[config.mk]
export PLATFORM = sky130hd
export DESIGN_NAME = gf180mcu_fd_sc_mcu9t5v0__arb3_rr
export DESIGN_NICKNAME = d
export VERILOG_FILES = /design/src/rtl/gf180mcu_fd_sc_mcu9t5v0__arb3_rr.sv
export SDC_FILE = /design/constraint.sdc
export NUM_CORES = 1
export LEC_CHECK = 0
export CAP_MARGIN = 20
export CORE_UTILIZATION = 53
export CTS_CLUSTER_DIAMETER = 80
export DETAILED_ROUTE_END_ITERATION = 7
export HOLD_SLACK_MARGIN = 0.08
export MAX_ROUTING_LAYER = met4
export PLACE_DENSITY = 0.84
export SLEW_MARGIN = 20
export SYNTH_ARGS = -nofsm -noshare
export SYNTH_HDL_FRONTEND = slang
export SYNTH_SLANG_ARGS = --single-unit
[constraint.sdc]
create_clock -name CLK -period 2.4 [get_ports CLK]
set_input_delay 0.24 -clock CLK [delete_from_list [all_inputs] [get_ports CLK]]
set_output_delay 0.24 -clock CLK [all_outputs]
set_load 0.01 [all_outputs]
[src/rtl/gf180mcu_fd_sc_mcu9t5v0__arb3_rr.sv]
// Three-requester round-robin arbiter with bounded grant tenure.
// Z is the combinational OR3 "any request" term; grants are registered and one-hot.
module gf180mcu_fd_sc_mcu9t5v0__arb3_rr #(
   parameter int unsigned HOLD_MAX = 15
) (
   input  logic CLK,
   input  logic RN,
   input  logic A1,
   input  logic A2,
   input  logic A3,
   output logic G1,
   output logic G2,
   output logic G3,
   output logic Z,
   output logic BUSY
);

   localparam logic [0:0] IDLE  = 1'b0;
   localparam logic [0:0] GRANT = 1'b1;
   localparam logic [3:0] HOLD_CNT = 4'(HOLD_MAX);

   logic [0:0] state, state_nxt;
   logic [1:0] last, last_nxt;     // requester index 1..3, never 0 outside reset
   logic [3:0] cnt, cnt_nxt;
   logic [2:0] gnt, gnt_nxt;
   logic [2:0] req, others;
   logic       own_req;

   function automatic logic [2:0] onehot(input logic [1:0] idx);
      case (idx)
         2'd1:    onehot = 3'b001;
         2'd2:    onehot = 3'b010;
         2'd3:    onehot = 3'b100;
         default: onehot = 3'b000;
      endcase
   endfunction

   function automatic logic [1:0] next_idx(input logic [1:0] idx);
      next_idx = (idx == 2'd3) ? 2'd1 : idx + 2'd1;
   endfunction

   // First requester in the order last+1, last+2, last.
   function automatic logic [1:0] rr_pick(input logic [1:0] from, input logic [2:0] r);
      logic [1:0] c1, c2;
      c1 = next_idx(from);
      c2 = next_idx(c1);
      if (|(r & onehot(c1)))      rr_pick = c1;
      else if (|(r & onehot(c2))) rr_pick = c2;
      else                        rr_pick = from;
   endfunction

   assign req     = {A3, A2, A1};
   assign Z       = A1 | A2 | A3;
   assign others  = req & ~onehot(last);
   assign own_req = |(req & onehot(last));

   // NOTE: every next-state variable gets a default first so no latch is inferred.
   always_comb begin
      state_nxt = state;
      last_nxt  = last;
      cnt_nxt   = cnt;
      case (state)
         IDLE: begin
            if (|req) begin
               state_nxt = GRANT;
               last_nxt  = rr_pick(last, req);
               cnt_nxt   = 4'd1;
            end
         end
         GRANT: begin
            // In GRANT the owner is always last; masking it out leaves the handoff candidates.
            if (!own_req || ((|others) && (cnt == HOLD_CNT))) begin
               if (|others) begin
                  last_nxt = rr_pick(last, others);
                  cnt_nxt  = 4'd1;
               end else begin
                  state_nxt = IDLE;
                  cnt_nxt   = 4'd0;
               end
            end else if (cnt != HOLD_CNT) begin
               cnt_nxt = cnt + 4'd1;
            end
         end
         default: state_nxt = IDLE;
      endcase
      gnt_nxt = (state_nxt == GRANT) ? onehot(last_nxt) : 3'b000;
   end

   // NOTE: sequential state uses non-blocking assignments so all registers update together.
   always_ff @(posedge CLK) begin
      if (!RN) begin
         state <= IDLE;
         last  <= 2'd3;
         cnt   <= 4'd0;
         gnt   <= 3'b000;
         BUSY  <= 1'b0;
      end else begin
         state <= state_nxt;
         last  <= last_nxt;
         cnt   <= cnt_nxt;
         gnt   <= gnt_nxt;
         BUSY  <= (state_nxt == GRANT);
      end
   end

   assign G1 = gnt[0];
   assign G2 = gnt[1];
   assign G3 = gnt[2];

endmodule
==> results of run 1 <==
==> worst min path at each step <==
| stage | slack, ps | end | cells after the start | startpoint |
|---|---|---|---|---|
| after global routing | 540 | cnt[3] | 2 | cnt[3] |
| after CTS | 510 | cnt[1] | 2 | cnt[1] |
| after detailed placement | 500 | cnt[1] | 2 | cnt[1] |
| after global placement | 490 | cnt[1] | 2 | cnt[1] |
| after floorplan | 300 | last[0] | 1 | RN |
| final | 510 | cnt[1] | 2 | cnt[1] |
==> worst max-delay path, delay by kind of cell, from the launching register on <==
kind,cells,cell delay (ps)
and+or+nand+nor,1,210
AOI/OAI and AO/OA,4,940
adders and majority gates,1,260
buffers and inverters,2,320
DFF,1,400
==> logic make-up after synthesis <==
| group | count (synthesis) | share of synthesized area |
|---|---|---|
| AOI/OAI and AO/OA | 30 | 0.3189 |
| xor gates and xnor gates | 2 | 0.02255 |
| adders and majority gates | 5 | 0.08052 |
| buffers and inverters | 7 | 0.04991 |
| DFF | 10 | 0.2576 |
| and+or+nand+nor | 37 | 0.2705 |
==> sequential cells by signal, summed over array words and instances, names as in the netlist <==
register and flops:
state 1, gnt 3, cnt 4, last 2
==> Yosys cell counts, drive strengths merged <==
master	count	area, µm²
a21o	1	7.510
o21bai	1	7.510
o221a	1	11.26
nand2b	3	18.77
a31oi	2	27.53
a22oi	1	7.510
o2111ai	1	8.760
o31ai	3	22.52
a222oi	1	10.01
o32a	1	11.26
a211oi	1	7.510
nor3	2	10.01
nand2	10	37.54
nand4	2	12.51
a221oi	3	26.28
and3	3	18.77
a2111oi	1	8.760
dfxtp	10	200.2
and3b	5	45.04
ha	5	62.56
nor2b	5	31.28
o311a	1	10.01
inv	4	15.01
or3	2	12.51
a21boi	1	7.510
buf	3	23.77
a21oi	1	5.000
nor2	3	11.26
o211a	1	10.01
o21ai	7	35.03
a41oi	1	16.27
nor3b	1	7.510
o21a	1	7.510
nand3	1	5.000
xor2	2	17.52
==> routing by layer <==
layer,GRT usage,share of wire
met5,-,0
met1,0.3401,0.44
met2,0.3911,0.51
met4,0.1000,0.0017
met3,0.1056,0.043
==> power groups by stage <==
stage / Combinational (W) / Sequential (W) / Clock (W)
after floorplan: 0.000377 / 0.000233 / 0
after global placement: 0.000510 / 0.000229 / 0
after detailed placement: 0.000511 / 0.000231 / 0
after CTS: 0.000514 / 0.000227 / 0.000162
after global routing: 0.000591 / 0.000234 / 0.000169
final: 0.000538 / 0.000229 / 0.000156
==> cell type report <==
type,instances,area (µm²),share of cell area
multi-input combinational,74,559.3,0.5928
tap,15,18.77,0.01989
timing repair buffer,12,112.6,0.1194
clock buffer,4,36.28,0.03846
sequential,10,201.4,0.2135
inverter,4,15.01,0.01592
==> stage by stage <==
stage | utilization | instances | setup slack (ps)
3_5_place_dp | 0.6632 | 115 | 54.02
3_3_place_gp | 0.6632 | 115 | 55.43
4_1_cts | 0.6904 | 119 | 87.77
5_1_grt | 0.7073 | 119 | 24.85
2_1_floorplan | - | 91 | 239.9
6_report | 0.7073 | 119 | 187.3
==> flow_summary_export.csv, run 1 <==
group,metric,value,unit
worst_setup_path,cp-startpoint,"last[0]",
synthesis,netlist_instances,91,
place,port_buffers,9,
synthesis,ys_warn_count,0,
drt,first_pass_iters,4,
drt,drc_errors,0,
worst_setup_path,crit_path_end_kind,"flop",
worst_setup_path,cp_max_fo,9,
place,gp_congestion,0.9697,
global_route,grt_max_degree,11,
global_route,grt_pass1_wl,2815,µm
floorplan,pin_count,10,
worst_setup_path,r2r_slack,190,ps
cts,numCtsBuffers,3,
worst_setup_path,cpMaxStageDelayCell,"a222oi_1",
global_route,grtUsageTotal,0.2710,
sta,clock_skew,6.958,ps
sta,rsz0062_at_grt,"no",
power_and_ir_drop,power_density,979.6,nW/µm²
power_and_ir_drop,switching_share,0.4105,
cells_and_area,finish.instance_area,943.4,µm²
drt,vias,753,
worst_setup_path,cp.required,2600,ps
drt,wire_per_inst,14.73,µm
worst_setup_path,cp.arrival,2410,ps
cells_and_area,area_growth,21.42,%
power_and_ir_drop,finalPower,0.0009242,W
cells_and_area,final_cell_mix,"nand2_1 (10), dfxtp_1 (9), clkdlybuf4s50_1 (9)",
power_and_ir_drop,p_switching,0.0003794,W
cts,ctsResizeCount,0,
global_route,gr-total-overflow,0,
drt,via_per_inst,6.328,
sta,finalSetupTns,0,ps
cts,post_cts_buffers,0,
sta,period_share,0.9220,
worst_setup_path,crit_end,"gnt[2]",
cts,path_clk_slew,70,ps
synthesis,avgSynthCellArea,8.538,µm²
worst_setup_path,reg2reg_depth,8,
worst_hold_path,hold_class,"flop to flop",
floorplan,dieArea,1623,µm²
power_and_ir_drop,power_frac_clock,0.169,
drt,drt_iter0_drc,21,
power_and_ir_drop,vdd_drop_max,0.4727,mV
drt,finalWirelength,1753,µm
sta,slew_violations,0,
run,maxCapViolations,0,
floorplan,floorplan.initialDensity,0.5826,
synthesis,synth.net_count,101,
floorplan,coreArea,1334,µm²
sta,final.min_clock_period,2213,ps
cells_and_area,layout.nets,115,
synthesis,ys_seq_elements,10,
worst_setup_path,r2r_start,"last[0]",
cells_and_area,final_common_cell,"nand2_1",
cts,root_buffer,"clkbuf_4",
drt,ant_nets,0,
floorplan,die-height,40.29,µm
cts,clockBufferDepth,2,
worst_setup_path,critPathLaunchType,"flop",
cells_and_area,antenna_cells,0,
worst_setup_path,cpPeakStageDelay,410,ps
cts,htree_levels,1,
power_and_ir_drop,p_leak,0.3945,nW
cells_and_area,drive_gt1_frac,0.1442,
sta,hold_viol,0,
power_and_ir_drop,p_comb_frac,0.583,
sta,fmax,451.9,MHz
worst_setup_path,r2r-end,"gnt[2]",
cells_and_area,fillers,94,
cts,cts_tree,"yes",
place,place_area,884.6,µm²
outcome,status,"completed",
global_route,grt_pass1_vias,666,
global_route,antenna_found_initial,0,
sta,holdWs,508.5,ps
synthesis,ys_seq_area_frac,0.2576,
worst_setup_path,path_class,"flop to flop",
cts,clock_latency,280,ps
floorplan,rows,13,
floorplan,die_w,40.29,µm
synthesis,netlist_area,777.0,µm²
power_and_ir_drop,pwr-share-seq,0.248,
worst_setup_path,crit_chain,"inv_1 -> ha_2 -> a222oi_1 -> buf_4 -> o21bai_1 -> a221oi_1 -> o21ai_1 -> nor3_1",
cts,cts_hold_buffers,0,
place,dp_hpwl,1257,µm
sta,worst_pin_slew,358.1,ps
cts,cts_sinks,10,
synthesis,synth_cell_types,40,
power_and_ir_drop,p_int,0.0005448,W
sta,setup_violations,0,
sta,slew-limit-headroom,0.7551,
(Power assumes the default switching activity.)
==> run 2: changes to the inputs <==
Settings changed: ABC_AREA set to 1, CORE_UTILIZATION 53 to 54.
==> run 2 against run 1 <==
Effect of this change: largest cell class unchanged; critical path type is now flop to primary output; sequential cell count is the same; fmax shrank 1.9%; first-iteration DRC count grew 100%; synthesized cell count grew 43%; non-clock buffer count shrank 3; worst setup slack lost 43 ps; die area grew 6.9%; wire length grew 4.5%; sequential share of layout area shrank 0.95 points; clock power is essentially flat.
==> flow_summary_export.csv, run 2 <==
group,metric,value,unit
cells_and_area,reg.largest.list,"cnt: 4 flops, gnt: 3 flops, last: 2 flops",
place,placedCellCount,153,
worst_hold_path,hold_class,"flop to flop",
sta,final.min_clock_period,2256,ps
drt,first_pass_iters,4,
worst_setup_path,cp.required,2160,ps
drt,finalWirelength,1832,µm
synthesis,synth_top_area_cell,"dfxtp_1",
global_route,grt_pass1_vias,816,
floorplan,die-height,41.67,µm
synthesis,netlist_instances,130,
cts,cts_tree,"yes",
sta,worst_pin_slew,298.1,ps
cts,cts_sinks,10,
cells_and_area,seq_area,201.4,µm²
place,port_buffers,9,
drt,ant_nets,0,
power_and_ir_drop,pwr-share-seq,0.204,
drt,via_per_inst,5.420,
cells_and_area,area_growth,16.20,%
drt,drc_errors,0,
worst_setup_path,cp.arrival,2020,ps
worst_setup_path,path_class,"flop to primary output",
place,place_area,947.2,µm²
power_and_ir_drop,p_int,0.0006545,W
cells_and_area,layout.nets,153,
run,maxCapViolations,0,
cells_and_area,finish.utilization,0.7140,
sta,rsz0062_at_grt,"no",
synthesis,ys_warn_count,0,
synthesis,synth.net_count,140,
global_route,grt_max_degree,9,
sta,fmax,443.3,MHz
power_and_ir_drop,finalPower,0.001323,W
cts,path_clk_slew,80,ps
drt,vias,851,
worst_setup_path,critPathLaunchType,"flop",
power_and_ir_drop,p_comb_frac,0.680,
cts,cts_hold_buffers,0,
sta,finalSetupTns,0,ps
cts,root_buffer,"clkbuf_4",
power_and_ir_drop,vdd_drop_max,0.8780,mV
cells_and_area,finish.instance_area,987.2,µm²
cells_and_area,fillers,123,
cells_and_area,drive_gt1_frac,0.2254,
synthesis,avgSynthCellArea,6.535,µm²
synthesis,synth-edff-count,0,
drt,drt_iter0_drc,43,
cells_and_area,final_cell_mix,"nand2_1 (35), nor2_1 (16), inv_1 (14)",
floorplan,dieArea,1736,µm²
drt,wire_per_inst,11.67,µm
worst_setup_path,cp_max_fo,6,
cells_and_area,layout.cells.non_filler,157,
place,gp_congestion,0.8912,
sta,setup_violations,0,
floorplan,die_w,41.67,µm
synthesis,synth_area_leaders,"dfxtp_1 (24%), nand2_1 (15%), nand3_1 (7.7%), ha_1 (7.4%), nor2_1 (7.1%)",
sta,period_share,0.9400,
sta,slew-limit-headroom,0.8010,
global_route,grt_pass1_wl,3180,µm
cts,numCtsBuffers,3,
cts,htree_levels,1,
synthesis,netlist_top_cells_count,"nand2_1 (35), nor2_1 (16), inv_1 (14), nand3_1 (13), dfxtp_1 (10)",
synthesis,yosys_most_used_dff,"dfxtp_1",
power_and_ir_drop,p_switching,0.0006684,W
sta,slew_violations,0,
power_and_ir_drop,power_density,1340,nW/µm²
global_route,gr-total-overflow,0,
synthesis,yosysMostFrequentCell,"nand2_1",
cells_and_area,largest_reg_flops,4,
worst_setup_path,crit_path_end_kind,"primary output",
synthesis,netlist_area,849.6,µm²
power_and_ir_drop,switching_share,0.5053,
floorplan,coreArea,1383,µm²
synthesis,ys_seq_elements,10,
cts,clockBufferDepth,2,
global_route,antenna_found_initial,0,
cells_and_area,antenna_cells,0,
global_route,grtUsageTotal,0.2321,
synthesis,ys_seq_area_frac,0.2356,
synthesis,synth-async-reset-ratio,0,
outcome,status,"completed",
synthesis,synth_cell_types,22,
cts,clock_latency,270,ps
power_and_ir_drop,power_frac_clock,0.117,
synthesis,synthDominantCellAreaShare,0.2356,
cells_and_area,regMostFlops,"cnt",
floorplan,rows,13,
floorplan,pin_count,10,
sta,hold_viol,0,
cells_and_area,multi_input_area,570.5,µm²
cells_and_area,final_common_cell,"nand2_1",
place,dp_hpwl,1478,µm
floorplan,floorplan.initialDensity,0.6145,
power_and_ir_drop,p_leak,0.4678,nW
sta,clock_skew,9.550,ps
-- run 2: changes by cell type after synthesis, moves of 4 or more --
cell	delta
and3b_1	-4
nor2_1	+13
inv_1	+10
nand2_2	+8
nand3_1	+12
nand2_1	+25
nor2b_1	-5
o21ai_0	-4
-- run 2: cells by family (layout without fill, tap and decap cells) --
kind of cell    count (synthesis)  count (layout)  share of synthesized area
compound gates                  9               9                    0.07953
fa+ha+maj                       5               5                    0.07364
buf+inv                        19              31                    0.09573
flops                          10              10                     0.2356
simple gates                   87              87                     0.5155
-- run 2: path summary, 6_finish.rpt --
check                             start  endpoint  depth (start not counted)  slack, ps
worst max-delay path            last[0]         Z                          9        140
worst min-delay path             cnt[2]    cnt[2]                          2        530
worst max register to register  last[0]    gnt[0]                         10        650
worst min register to register   cnt[2]    cnt[2]                          2        530
-- run 2: cell type report --
cell class,instances,share of cell area
Clock buffer,4,0.03676
Multi-Input combinational cell,101,0.5779
Timing Repair Buffer,9,0.09125
Inverter,18,0.07098
Sequential cell,10,0.2041
Tap cell,15,0.01901
-- run 2: per-layer routing --
metal  up-vias  GRT usage  part of all wire
met5         -          -                 0
met4         0    0.09032             0.019
li1        440          -                 -
met1       379     0.2581              0.43
met2        26     0.4063              0.50
met3         6    0.04348             0.053
-- run 2: metrics by stage --
stage	hold slack [ps]	setup WS [ps]
6_report	533.7	143.9
5_1_grt	543.6	14.00
4_1_cts	520.3	63.47
3_5_place_dp	505.5	351.5
3_3_place_gp	486.5	372.5
2_1_floorplan	308.9	802.5
-- run 2: critical path, cell delays in order, from the launching register on --
cell and delay [ps]:
dfxtp_2 400, inv_1 80, ha_1 270, nand2_2 90, nand2_2 60, nor2_4 140, inv_2 60, nor2_4 130
inv_1 50, clkdlybuf4s50_1 470
-- run 2: power by group through the flow --
stage	sequential, W	combinational (W)	clock [W]
2_1_floorplan	0.000273	0.000685	0
3_3_place_gp	0.000265	0.000859	0
3_5_place_dp	0.000269	0.000886	0
4_1_cts	0.000266	0.000890	0.000156
5_1_grt	0.000276	0.00101	0.000164
6_report	0.000270	0.000899	0.000154
-- run 2: what timing repair did --
action / CTS / global route
gates resized for setup: 0 / 2
setup endpoints to repair: 0 / 1
buffers inserted: 0 / 0
